$ cat src/rtl/smaesh_key_seq_pkg.sv
// rtl/smaesh_key_seq_pkg.sv - shared key-size codes, sequencer states and word budget helper
package smaesh_key_seq_pkg;

    localparam logic [1:0] KSIZE_128     = 2'd0;
    localparam logic [1:0] KSIZE_192     = 2'd1;
    localparam logic [1:0] KSIZE_256     = 2'd2;
    localparam logic [1:0] KSIZE_ILLEGAL = 2'd3;

    localparam int MAX_WORDS_PER_SHARE = 8;

    typedef enum logic [2:0] {
        ST_IDLE,
        ST_START,
        ST_ARM,
        ST_STREAM,
        ST_WAIT_HOLDER,
        ST_LAST_KEY_RUN,
        ST_LAST_KEY_WAIT
    } seq_state_t;

    // 32-bit words per share for a given key size code
    function automatic logic [3:0] words_per_share(input logic [1:0] ksize);
        case (ksize)
            KSIZE_128: words_per_share = 4'd4;
            KSIZE_192: words_per_share = 4'd6;
            default:   words_per_share = 4'd8;
        endcase
    endfunction

endpackage

$ cat src/rtl/smaesh_word_budget_counter.sv
// rtl/smaesh_word_budget_counter.sv - counts streamed share words against the d*words_per_share bound
module smaesh_word_budget_counter
    import smaesh_key_seq_pkg::*;
#(
    parameter int d  = 2,
    parameter int CW = $clog2(MAX_WORDS_PER_SHARE * d + 1)
) (
    input  logic       clk,
    input  logic       rst,
    input  logic       i_load,
    input  logic [1:0] i_ksize,
    input  logic       i_inc,
    output logic       o_last
);

    logic [CW-1:0] r_count;
    logic [CW-1:0] r_bound;
    logic [CW-1:0] w_bound;

    assign w_bound = CW'(d * int'(words_per_share(i_ksize)));

    // o_last flags that the word currently being offered is the final one
    assign o_last = (r_count == (r_bound - CW'(1)));

    // clear and capture the bound on load, otherwise step once per accepted word
    always_ff @(posedge clk) begin
        if (rst) begin
            r_count <= '0;
            r_bound <= '0;
        end else if (i_load) begin
            r_count <= '0;
            r_bound <= w_bound;
        end else if (i_inc) begin
            r_count <= r_count + CW'(1);
        end
    end

endmodule

$ cat src/rtl/smaesh_key_sequencer.sv
// rtl/smaesh_key_sequencer.sv - key-config command handling, share streaming and core start gating
module smaesh_key_sequencer
    import smaesh_key_seq_pkg::*;
#(
    parameter int d = 2
) (
    input  logic        clk,
    input  logic        rst,
    input  logic        cfg_valid,
    output logic        cfg_ready,
    input  logic [1:0]  cfg_key_size,
    input  logic        cfg_mode_inverse,
    input  logic [31:0] key_data,
    input  logic        key_valid,
    output logic        key_ready,
    output logic [31:0] kh_data_in,
    output logic        kh_data_in_valid,
    input  logic        kh_data_in_ready,
    output logic        kh_start_fetch,
    output logic [1:0]  kh_key_size_cfg,
    output logic        kh_mode_inverse,
    input  logic        kh_busy,
    input  logic        kh_last_key_req,
    input  logic        aes_busy,
    input  logic        usr_start_valid,
    output logic        usr_start_ready,
    output logic        core_start,
    output logic        key_loaded,
    output logic        cfg_err
);

    seq_state_t r_state;
    seq_state_t w_next;

    logic [1:0] r_ksize;
    logic       r_inverse;
    logic       r_key_loaded;
    logic       r_cfg_err;

    logic w_free;
    logic w_cfg_hs;
    logic w_cfg_illegal;
    logic w_word_hs;
    logic w_cnt_load;
    logic w_last_word;
    logic w_load_done;

    assign w_free        = ~kh_busy & ~aes_busy;
    assign w_cfg_hs      = (r_state == ST_IDLE) & cfg_valid & w_free;
    assign w_cfg_illegal = (cfg_key_size == KSIZE_ILLEGAL);
    assign w_word_hs     = (r_state == ST_STREAM) & key_valid & kh_data_in_ready;
    assign w_cnt_load    = (r_state == ST_ARM) & kh_busy;
    assign w_load_done   = ((r_state == ST_WAIT_HOLDER) & ~kh_busy) |
                           ((r_state == ST_LAST_KEY_WAIT) & w_free);

    assign kh_data_in      = key_data;
    assign kh_key_size_cfg = r_ksize;
    assign kh_mode_inverse = r_inverse;
    assign key_loaded      = r_key_loaded;
    assign cfg_err         = r_cfg_err;

    smaesh_word_budget_counter #(
        .d (d)
    ) u_budget (
        .clk     (clk),
        .rst     (rst),
        .i_load  (w_cnt_load),
        .i_ksize (r_ksize),
        .i_inc   (w_word_hs),
        .o_last  (w_last_word)
    );

    // state register
    always_ff @(posedge clk) begin
        if (rst) begin
            r_state <= ST_IDLE;
        end else begin
            r_state <= w_next;
        end
    end

    // latched key configuration, completion flag and sticky illegal-size error
    always_ff @(posedge clk) begin
        if (rst) begin
            r_ksize      <= KSIZE_128;
            r_inverse    <= 1'b0;
            r_key_loaded <= 1'b0;
            r_cfg_err    <= 1'b0;
        end else begin
            if (w_cfg_hs && w_cfg_illegal) begin
                r_cfg_err <= 1'b1;
            end else if (w_cfg_hs) begin
                r_ksize      <= cfg_key_size;
                r_inverse    <= cfg_mode_inverse;
                r_key_loaded <= 1'b0;
            end
            if (w_load_done) begin
                r_key_loaded <= 1'b1;
            end
        end
    end

    // next-state and handshake outputs; a key load always beats a user core start
    always_comb begin
        w_next           = r_state;
        cfg_ready        = 1'b0;
        key_ready        = 1'b0;
        kh_data_in_valid = 1'b0;
        kh_start_fetch   = 1'b0;
        usr_start_ready  = 1'b0;
        core_start       = 1'b0;
        case (r_state)
            ST_IDLE: begin
                cfg_ready       = w_free;
                usr_start_ready = r_key_loaded & w_free & ~cfg_valid;
                core_start      = usr_start_valid & r_key_loaded & w_free & ~cfg_valid;
                if (w_cfg_hs && !w_cfg_illegal) begin
                    w_next = ST_START;
                end
            end
            ST_START: begin
                kh_start_fetch = 1'b1;
                w_next         = ST_ARM;
            end
            ST_ARM: begin
                if (kh_busy) begin
                    w_next = ST_STREAM;
                end
            end
            ST_STREAM: begin
                key_ready        = kh_data_in_ready;
                kh_data_in_valid = key_valid;
                if (w_word_hs && w_last_word) begin
                    w_next = ST_WAIT_HOLDER;
                end
            end
            ST_WAIT_HOLDER: begin
                if (!kh_busy) begin
                    w_next = ST_IDLE;
                end else if (kh_last_key_req) begin
                    w_next = ST_LAST_KEY_RUN;
                end
            end
            ST_LAST_KEY_RUN: begin
                core_start = 1'b1;
                w_next     = ST_LAST_KEY_WAIT;
            end
            ST_LAST_KEY_WAIT: begin
                if (w_free) begin
                    w_next = ST_IDLE;
                end
            end
            default: begin
                w_next = ST_IDLE;
            end
        endcase
    end

endmodule

$ cat config.mk
export PLATFORM = sky130hd
export DESIGN_NAME = smaesh_key_sequencer
export DESIGN_NICKNAME = d
export VERILOG_FILES = /design/src/rtl/smaesh_key_seq_pkg.sv /design/src/rtl/smaesh_word_budget_counter.sv /design/src/rtl/smaesh_key_sequencer.sv
export SDC_FILE = /design/constraint.sdc
export NUM_CORES = 1
export LEC_CHECK = 0
export ABC_AREA = 1
export BUFFER_PORTS_ARGS = -buffer_cell sky130_fd_sc_hd__buf_2
export CAP_MARGIN = 30
export CORE_UTILIZATION = 40
export CTS_CLUSTER_SIZE = 40
export DETAILED_ROUTE_END_ITERATION = 8
export MAX_ROUTING_LAYER = met4
export PLACE_DENSITY = 0.79
export SYNTH_ARGS = -nofsm -noshare
export SYNTH_HDL_FRONTEND = slang
export SYNTH_SLANG_ARGS = --single-unit
$ cat constraint.sdc
create_clock -name clk -period 1.8 [get_ports clk]
set_input_delay 0.18 -clock clk [delete_from_list [all_inputs] [get_ports clk]]
set_output_delay 0.18 -clock clk [all_outputs]
set_load 0.03 [all_outputs]
==> results of run 1 <==
## where the power goes
| group | switching, uW | leakage (uW) | total, uW | internal [uW] |
|---|---|---|---|---|
| Combinational | 385 | 0.000375 | 595 | 210 |
| Clock | 105 | 0.0000138 | 182 | 77.6 |
| Sequential | 81.7 | 0.000130 | 487 | 405 |
## worst min path at each step
stage | startpoint | endpoint | slack (ns) | cells after the start
floorplan | rst | key_loaded | 0.25 | 1
global placement | key_data[0] | kh_data_in[0] | 0.36 | 0
detailed placement | key_data[0] | kh_data_in[0] | 0.36 | 0
CTS | cfg_mode_inverse | kh_mode_inverse | 0.15 | 3
global route | rst | key_loaded | 0.17 | 2
finish | cfg_mode_inverse | kh_mode_inverse | 0.16 | 3
## logic make-up after synthesis
family / count (synthesis)
adders and majority gates: 2
AOI/OAI and AO/OA: 25
and+or+nand+nor: 69
DFF: 16
buffers and inverters: 57
## area by class of cell
class,count,area (sq um)
clock buffer,3,22.5
fill,292,1680
inverter,24,90.1
multi-input combinational,96,539
sequential,16,322
tap,31,38.8
timing repair buffer,22,110
## worst min-delay path, stage by stage
cell     delay (ns)
buf_2          0.08
o21ai_1        0.06
nor2_1         0.09
## repair_timing
item | CTS | global route
endpoints found under the hold margin | 0 | 0
gates resized for setup | 0 | 2
endpoints found under the setup margin | 0 | 1
## synthesized netlist by cell type
cell	number	area share
inv_1	21	0.066
nor2_4	3	0.028
a211oi_1	2	0.013
a31oi_2	1	0.010
nand4_1	2	0.010
nand4_4	1	0.018
nand2_4	1	0.0094
inv_2	3	0.0094
buf_6	1	0.0094
o211ai_1	1	0.0063
nand2_1	25	0.078
nor2_1	15	0.047
o21ai_0	2	0.0084
nand3_2	3	0.025
a21oi_1	10	0.042
nand2_2	2	0.010
buf_4	32	0.20
o21ai_1	5	0.021
nand3_1	10	0.042
a31oi_1	1	0.0052
o21a_1	1	0.0063
dfxtp_1	16	0.27
ha_1	2	0.021
o22ai_1	2	0.010
nor3_1	2	0.0084
nor2_2	5	0.026
## stage by stage
| stage | hold slack (ns) | power [uW] |
|---|---|---|
| floorplan | 0.249 | 1110 |
| global placement | 0.360 | 1070 |
| detailed placement | 0.360 | 1070 |
| CTS | 0.153 | 1260 |
| global route | 0.168 | 1380 |
| finish | 0.159 | 1260 |
## layer usage
layer / wire length (um) / GRT usage
met5: 0 / -
met4: 14 / 0.0643
met3: 128 / 0.0346
met2: 767 / 0.175
met1: 960 / 0.173
## state kept, by name (all words and copies together), names as in the netlist
name	count
cfg_err	1
key_loaded	1
kh_key_size_cfg	2
kh_mode_inverse	1
r_state	3
u_budget.r_bound	3
u_budget.r_count	5
==> reports/metrics.sh, run 1 <==
STD_CELL_CORE_AREA_SQ_UM=2810
POST-ROUTE-DRC-COUNT=8
POST-ROUTE-PERIOD-UTIL=0.910
MAPPED_NETS=215
STAGES_ON_THE_WORST_SETUP_PATH=6
SLEW_HEADROOM=0.800
FIRST_GLOBAL_VIAS=775
HTREE_LEVELS=1
START_UTIL=0.426
POST_SYNTH_AND_OR_NAND_NOR_AREA_FRACTION=0.303
CTS_HOLD_BUFFERS=0
FINAL_MAX_SLEW_VIOL_COUNT=0
TIME_THE_WORST_PATH_NEEDS_WITH_I_O_DELAYS_AND_SETUP_NS=1.64
FLOORPLAN.DIE.HEIGHT_UM=56.7
NUM_IO_PINS=87
LARGEST_FAMILY_OF_LOGIC_CELLS_BY_SYNTHESIZED_AREA='simple AND/OR/NAND/NOR gates'
FINALHOLDVIOLATIONS=0
FIRST_PASS_ITERATION_COUNT_OF_THE_DETAILED_ROUTER=6
WORSTSETUPSTARTPOINT='r_state[2]'
NUM_ROWS=19
TIGHTESTPINTRANSITION_NS=0.299
GRT_ANTENNA_BEFORE_REPAIR=0
GLOBALPLACE.CONGESTION=0.794
DRT-VIAS-PER-INSTANCE=4.65
SETUP_VIOL_COUNT_FINAL=0
YS_SEQ_AREA_FRAC=0.268
OUTCOME='complete, but fails checks'
TIMING.REG2REG.SETUP_SLACK_NS=0.40
CRIT-REG2REG-CAPTURE='r_state[1]'
CLOCKROOTBUFFER='clkbuf_4'
DPL_WORST_SLACK_NS=0.401
YS_SEQ_ELEMENTS=16
SYNTH_CELL_TYPES=26
POSTLAYOUTCOREUTIL=0.400
FINALNETCOUNT=209
RR_WORST_DEPTH=10
ANTENNA_CELLS_INSERTED=0
SETUP_WS_NS=0.162
SETUP_TNS_NS=0
PATH_MAX_FANOUT=9
POST_DP_CELL_AREA_SQ_UM=1090
ARRIVAL_TIME_AT_THE_WORST_ENDPOINT_NS=1.46
CTS_TREE='done'
TRACK_USAGE=0.129
MAX_CAP_VIOLS=0
RR_STARTPOINT='u_budget.r_bound[2]'
DRT-WIRELENGTH-PER-CELL_UM=9.74
MOST_FREQUENT_STANDARD_CELL_IN_THE_LAYOUT_EXCLUDING_FILL_AND_TAP_CELLS='nand2_1'
FINAL_AREA_SQ_UM=1120
MAXIMUM_NUMBER_OF_PINS_ON_ONE_NET_BEFORE_GLOBAL_ROUTE_REPAIR=10
DIE-WIDTH_UM=56.7
POST_CTS_SETUP_BUFFER_COUNT=0
GRT_SETUP_UNREPAIRED='no'
FAILED_CHECKS='DRC'
CTS.SINK_COUNT=16
SYNTH_COMPOUND_AREA_FRAC=0.122
LAYOUT-AREA-OVERHEAD-VS-SYNTH_PCT=-6.17
MUXSHAREOFSYNTHAREA=0
INITIALDRTVIOLATIONCOUNT=95
SYNTH_XOR_XNOR_AREA_SHARE=0
SYN-CELL-AREA_SQ_UM=1200
SYNTH_ADDER_AREA_SHARE=0.0209
CLOCK_SKEW_NS=0.00294
POST_LAYOUT_NONFILLER_INSTANCES=192
COUNT_OF_BUFFERS_INSERTED_AT_THE_TOP_LEVEL_PORTS=22
VIAS=892
TIMING_WORST_SETUP_PATH_TYPE='flip-flop to output port'
CP_SLOWEST_STAGE_DELAY_NS=0.37
GLOBAL_ROUTE.OVERFLOW_TOTAL=0
DPL.HPWL_UM=1460
INSERTION_DELAY_NS=0.28
CLOCKBUFFERDEPTH=2
UPPER_CLOCK_FREQUENCY_LIMIT_GHz=0.611
YOSYS_WARNINGS=0
SYN_AVG_CELL_AREA_SQ_UM=7.08
CRITPATHSLOWESTCELL='dfxtp_1'
RATIO_OF_TOTAL_POWER_TO_CELL_AREA_nW_PER_UM2=1130
TRITONCTS.NUM_BUFFERS=3
CTS.CLK_SLEW.WORST_PATHS_NS=0.09
WORST_SETUP_PATH_ENDPOINT='core_start'
LEADING_CELL_TYPES_IN_THE_LAYOUT_FILL_AND_TAPS_EXCLUDED='nand2_1 (25), buf_2 (22), inv_1 (21), nor2_1 (15), dfxtp_1 (15)'
STARTPOINT_TYPES='flip-flop'
DETAIL-ROUTE-ANTENNA-NETS=0
HOLD_PATH.CLASS='input pin to flip-flop'
TIMING.CRITICAL_PATH.MAX_DELAY_FAMILY='buffers and inverters'
GLOBAL_ROUTE_WIRE_LENGTH_BEFORE_REPAIR_UM=3170
CP.BUFFERS_INVERTERS=2
CRIT_REQUIRED_NS=1.62
FP.DIEAREA_SQ_UM=3210
POSTSYNTHCELLCOUNT=169
PLACE.DETAILED.INSTANCES=189
FINAL_LAYOUT_SIZE_SUFFIX_GT1_FRAC=0.280
CP_CELL_SEQUENCE='inv_2 -> nand3_2 -> nor2_1 -> nand2_1 -> o21ai_0 -> buf_2'
STATIC-LEAKAGE-POWER_uW=0.000519
POWER.IR.VDD_WORST_mV=0.444
DRT-TOTAL-WL_UM=1870
END_KIND='output port'
Note: power is estimated with default switching activity, not from simulation.
==> run 2: changes to the inputs <==
--- a/config.mk
+++ b/config.mk
@@ -12,7 +12,7 @@
 export CTS_CLUSTER_SIZE = 40
 export DETAILED_ROUTE_END_ITERATION = 8
 export MAX_ROUTING_LAYER = met4
-export PLACE_DENSITY = 0.79
+export PLACE_DENSITY = 0.85
 export SYNTH_ARGS = -nofsm -noshare
 export SYNTH_HDL_FRONTEND = slang
 export SYNTH_SLANG_ARGS = --single-unit
==> reports/metrics.sh, run 2 (synthesis results as in run 1) <==
STARTPOINT_TYPES='flip-flop'
LEADING_CELL_TYPES_IN_THE_LAYOUT_FILL_AND_TAPS_EXCLUDED='nand2_1 (25), buf_2 (22), inv_1 (21), nor2_1 (15), dfxtp_1 (15)'
TIME_THE_WORST_PATH_NEEDS_WITH_I_O_DELAYS_AND_SETUP_NS=1.68
FINALNETCOUNT=209
OUTCOME='complete, but fails checks'
CTS_HOLD_BUFFERS=0
CTS.SINK_COUNT=16
FIRST_GLOBAL_VIAS=890
LARGEST_REGISTER='u_budget.r_count'
HOLD_PATH.CLASS='input pin to flip-flop'
SLEW_HEADROOM=0.802
MAX_CAP_VIOLS=0
GLOBAL_ROUTE_WIRE_LENGTH_BEFORE_REPAIR_UM=3660
DRT-TOTAL-WL_UM=2060
CLOCKROOTBUFFER='clkbuf_4'
HTREE_LEVELS=1
END_KIND='output port'
ANTENNA_CELLS_INSERTED=0
INITIALDRTVIOLATIONCOUNT=70
CLOCKBUFFERDEPTH=2
CTS.CLK_SLEW.WORST_PATHS_NS=0.09
FAILED_CHECKS='DRC'
MOST_FREQUENT_STANDARD_CELL_IN_THE_LAYOUT_EXCLUDING_FILL_AND_TAP_CELLS='nand2_1'
TRACK_USAGE=0.149
UPPER_CLOCK_FREQUENCY_LIMIT_GHz=0.596
NUM_IO_PINS=87
GLOBALPLACE.CONGESTION=0.793
VIAS=928
FLOORPLAN.DIE.HEIGHT_UM=56.7
FINAL_MAX_SLEW_VIOL_COUNT=0
DIE-WIDTH_UM=56.7
NUM_ROWS=19
DRT-WIRELENGTH-PER-CELL_UM=10.7
CRIT_REQUIRED_NS=1.62
SETUP_VIOL_COUNT_FINAL=0
POST_LAYOUT_NONFILLER_INSTANCES=193
GRT_ANTENNA_BEFORE_REPAIR=0
CP_CELL_SEQUENCE='inv_2 -> nand3_2 -> nor2_1 -> nand2_1 -> o21ai_0 -> buf_2'
STATIC-LEAKAGE-POWER_uW=0.000526
GRT_SETUP_UNREPAIRED='no'
TIMING.CRITICAL_PATH.MAX_DELAY_FAMILY='buffers and inverters'
POST-ROUTE-PERIOD-UTIL=0.931
RATIO_OF_TOTAL_POWER_TO_CELL_AREA_nW_PER_UM2=1170
SETUP_TNS_NS=0
SETUP_WS_NS=0.123
DRT-VIAS-PER-INSTANCE=4.81
TIMING.REG2REG.SETUP_SLACK_NS=0.32
START_UTIL=0.426
CLOCK_SKEW_NS=0.00516
DETAIL-ROUTE-ANTENNA-NETS=0
GLOBAL_ROUTE.OVERFLOW_TOTAL=0
FP.DIEAREA_SQ_UM=3210
FIRST_PASS_ITERATION_COUNT_OF_THE_DETAILED_ROUTER=6
COUNT_OF_BUFFERS_INSERTED_AT_THE_TOP_LEVEL_PORTS=22
POWER.IR.VDD_WORST_mV=0.388
CTS_TREE='done'
TRITONCTS.NUM_BUFFERS=3
PATH_MAX_FANOUT=9
MAXIMUM_NUMBER_OF_PINS_ON_ONE_NET_BEFORE_GLOBAL_ROUTE_REPAIR=10
TIGHTESTPINTRANSITION_NS=0.297
LARGESTREGISTERS='u_budget.r_count: 5 flops, r_state: 3 flops, u_budget.r_bound: 3 flops'
LAYOUT-AREA-OVERHEAD-VS-SYNTH_PCT=-5.02
FINALHOLDVIOLATIONS=0
CP.BUFFERS_INVERTERS=2
DPL_WORST_SLACK_NS=0.335
INSERTION_DELAY_NS=0.29
STD_CELL_CORE_AREA_SQ_UM=2810
CRITPATHSLOWESTCELL='dfxtp_1'
PLACE.DETAILED.INSTANCES=189
FINAL_LAYOUT_SIZE_SUFFIX_GT1_FRAC=0.284
POST-ROUTE-DRC-COUNT=8
TIMING_WORST_SETUP_PATH_TYPE='flip-flop to output port'
CP_SLOWEST_STAGE_DELAY_NS=0.39
DPL.HPWL_UM=1600
ARRIVAL_TIME_AT_THE_WORST_ENDPOINT_NS=1.50
MAX_REG_FLOPS=5
## run 2: cell type report
class | instances | area (sq um)
fillers | 292 | 1670
multi-input cells | 96 | 539
flip-flops and latches | 16 | 322
repair buffers | 22 | 110
inverters | 24 | 90.1
well taps | 31 | 38.8
clock buffers | 4 | 36.3
## run 2: layer usage
| metal | part of all wire | routed length, um | vias up | GRT usage |
|---|---|---|---|---|
| met3 | 0.046 | 95 | 9 | 0.0323 |
| met1 | 0.48 | 988 | 404 | 0.175 |
| li1 | - | - | 500 | - |
| met4 | 0.025 | 51 | 0 | 0.0964 |
| met2 | 0.45 | 928 | 15 | 0.228 |
| met5 | 0 | 0 | - | - |
## run 2: worst paths after layout
path                                           from                  end  cells after the start
worst min-delay path               cfg_mode_inverse      kh_mode_inverse                      3
worst max register to register  u_budget.r_bound[2]           r_state[0]                     10
worst max-delay path                     r_state[2]           core_start                      6
worst min register to register  u_budget.r_bound[3]  u_budget.r_bound[3]                      2
## run 2: metrics by stage
step	util	hold WS [ns]	power [uW]	instance area, sq um
after CTS	0.403	0.147	1320	1130
final	0.405	0.144	1330	1140
after global placement	0.390	0.360	1070	1090
after global routing	0.405	0.147	1450	1140
after floorplan	-	0.249	1110	1200
after detailed placement	0.390	0.360	1070	1090
## run 2: timing repair
| item | CTS | global route |
|---|---|---|
| endpoints found under the hold margin | 0 | 0 |
| resized for setup | 0 | 2 |
| endpoints found under the setup margin | 0 | 1 |
| setup buffers | 0 | 0 |
## run 2: worst register-to-register path, delay by kind of cell, from the launching register on
| kind | cells | cell delay [ns] |
|---|---|---|
| buffers and inverters | 2 | 0.10 |
| and+or+nand+nor | 6 | 0.57 |
| AOI/OAI and AO/OA | 1 | 0.08 |
| DFF | 1 | 0.32 |
| adders and majority gates | 1 | 0.31 |
## run 2: power breakdown
group | switching [uW] | internal (uW)
Clock | 116 | 123
Combinational | 392 | 210
Sequential | 84.3 | 405
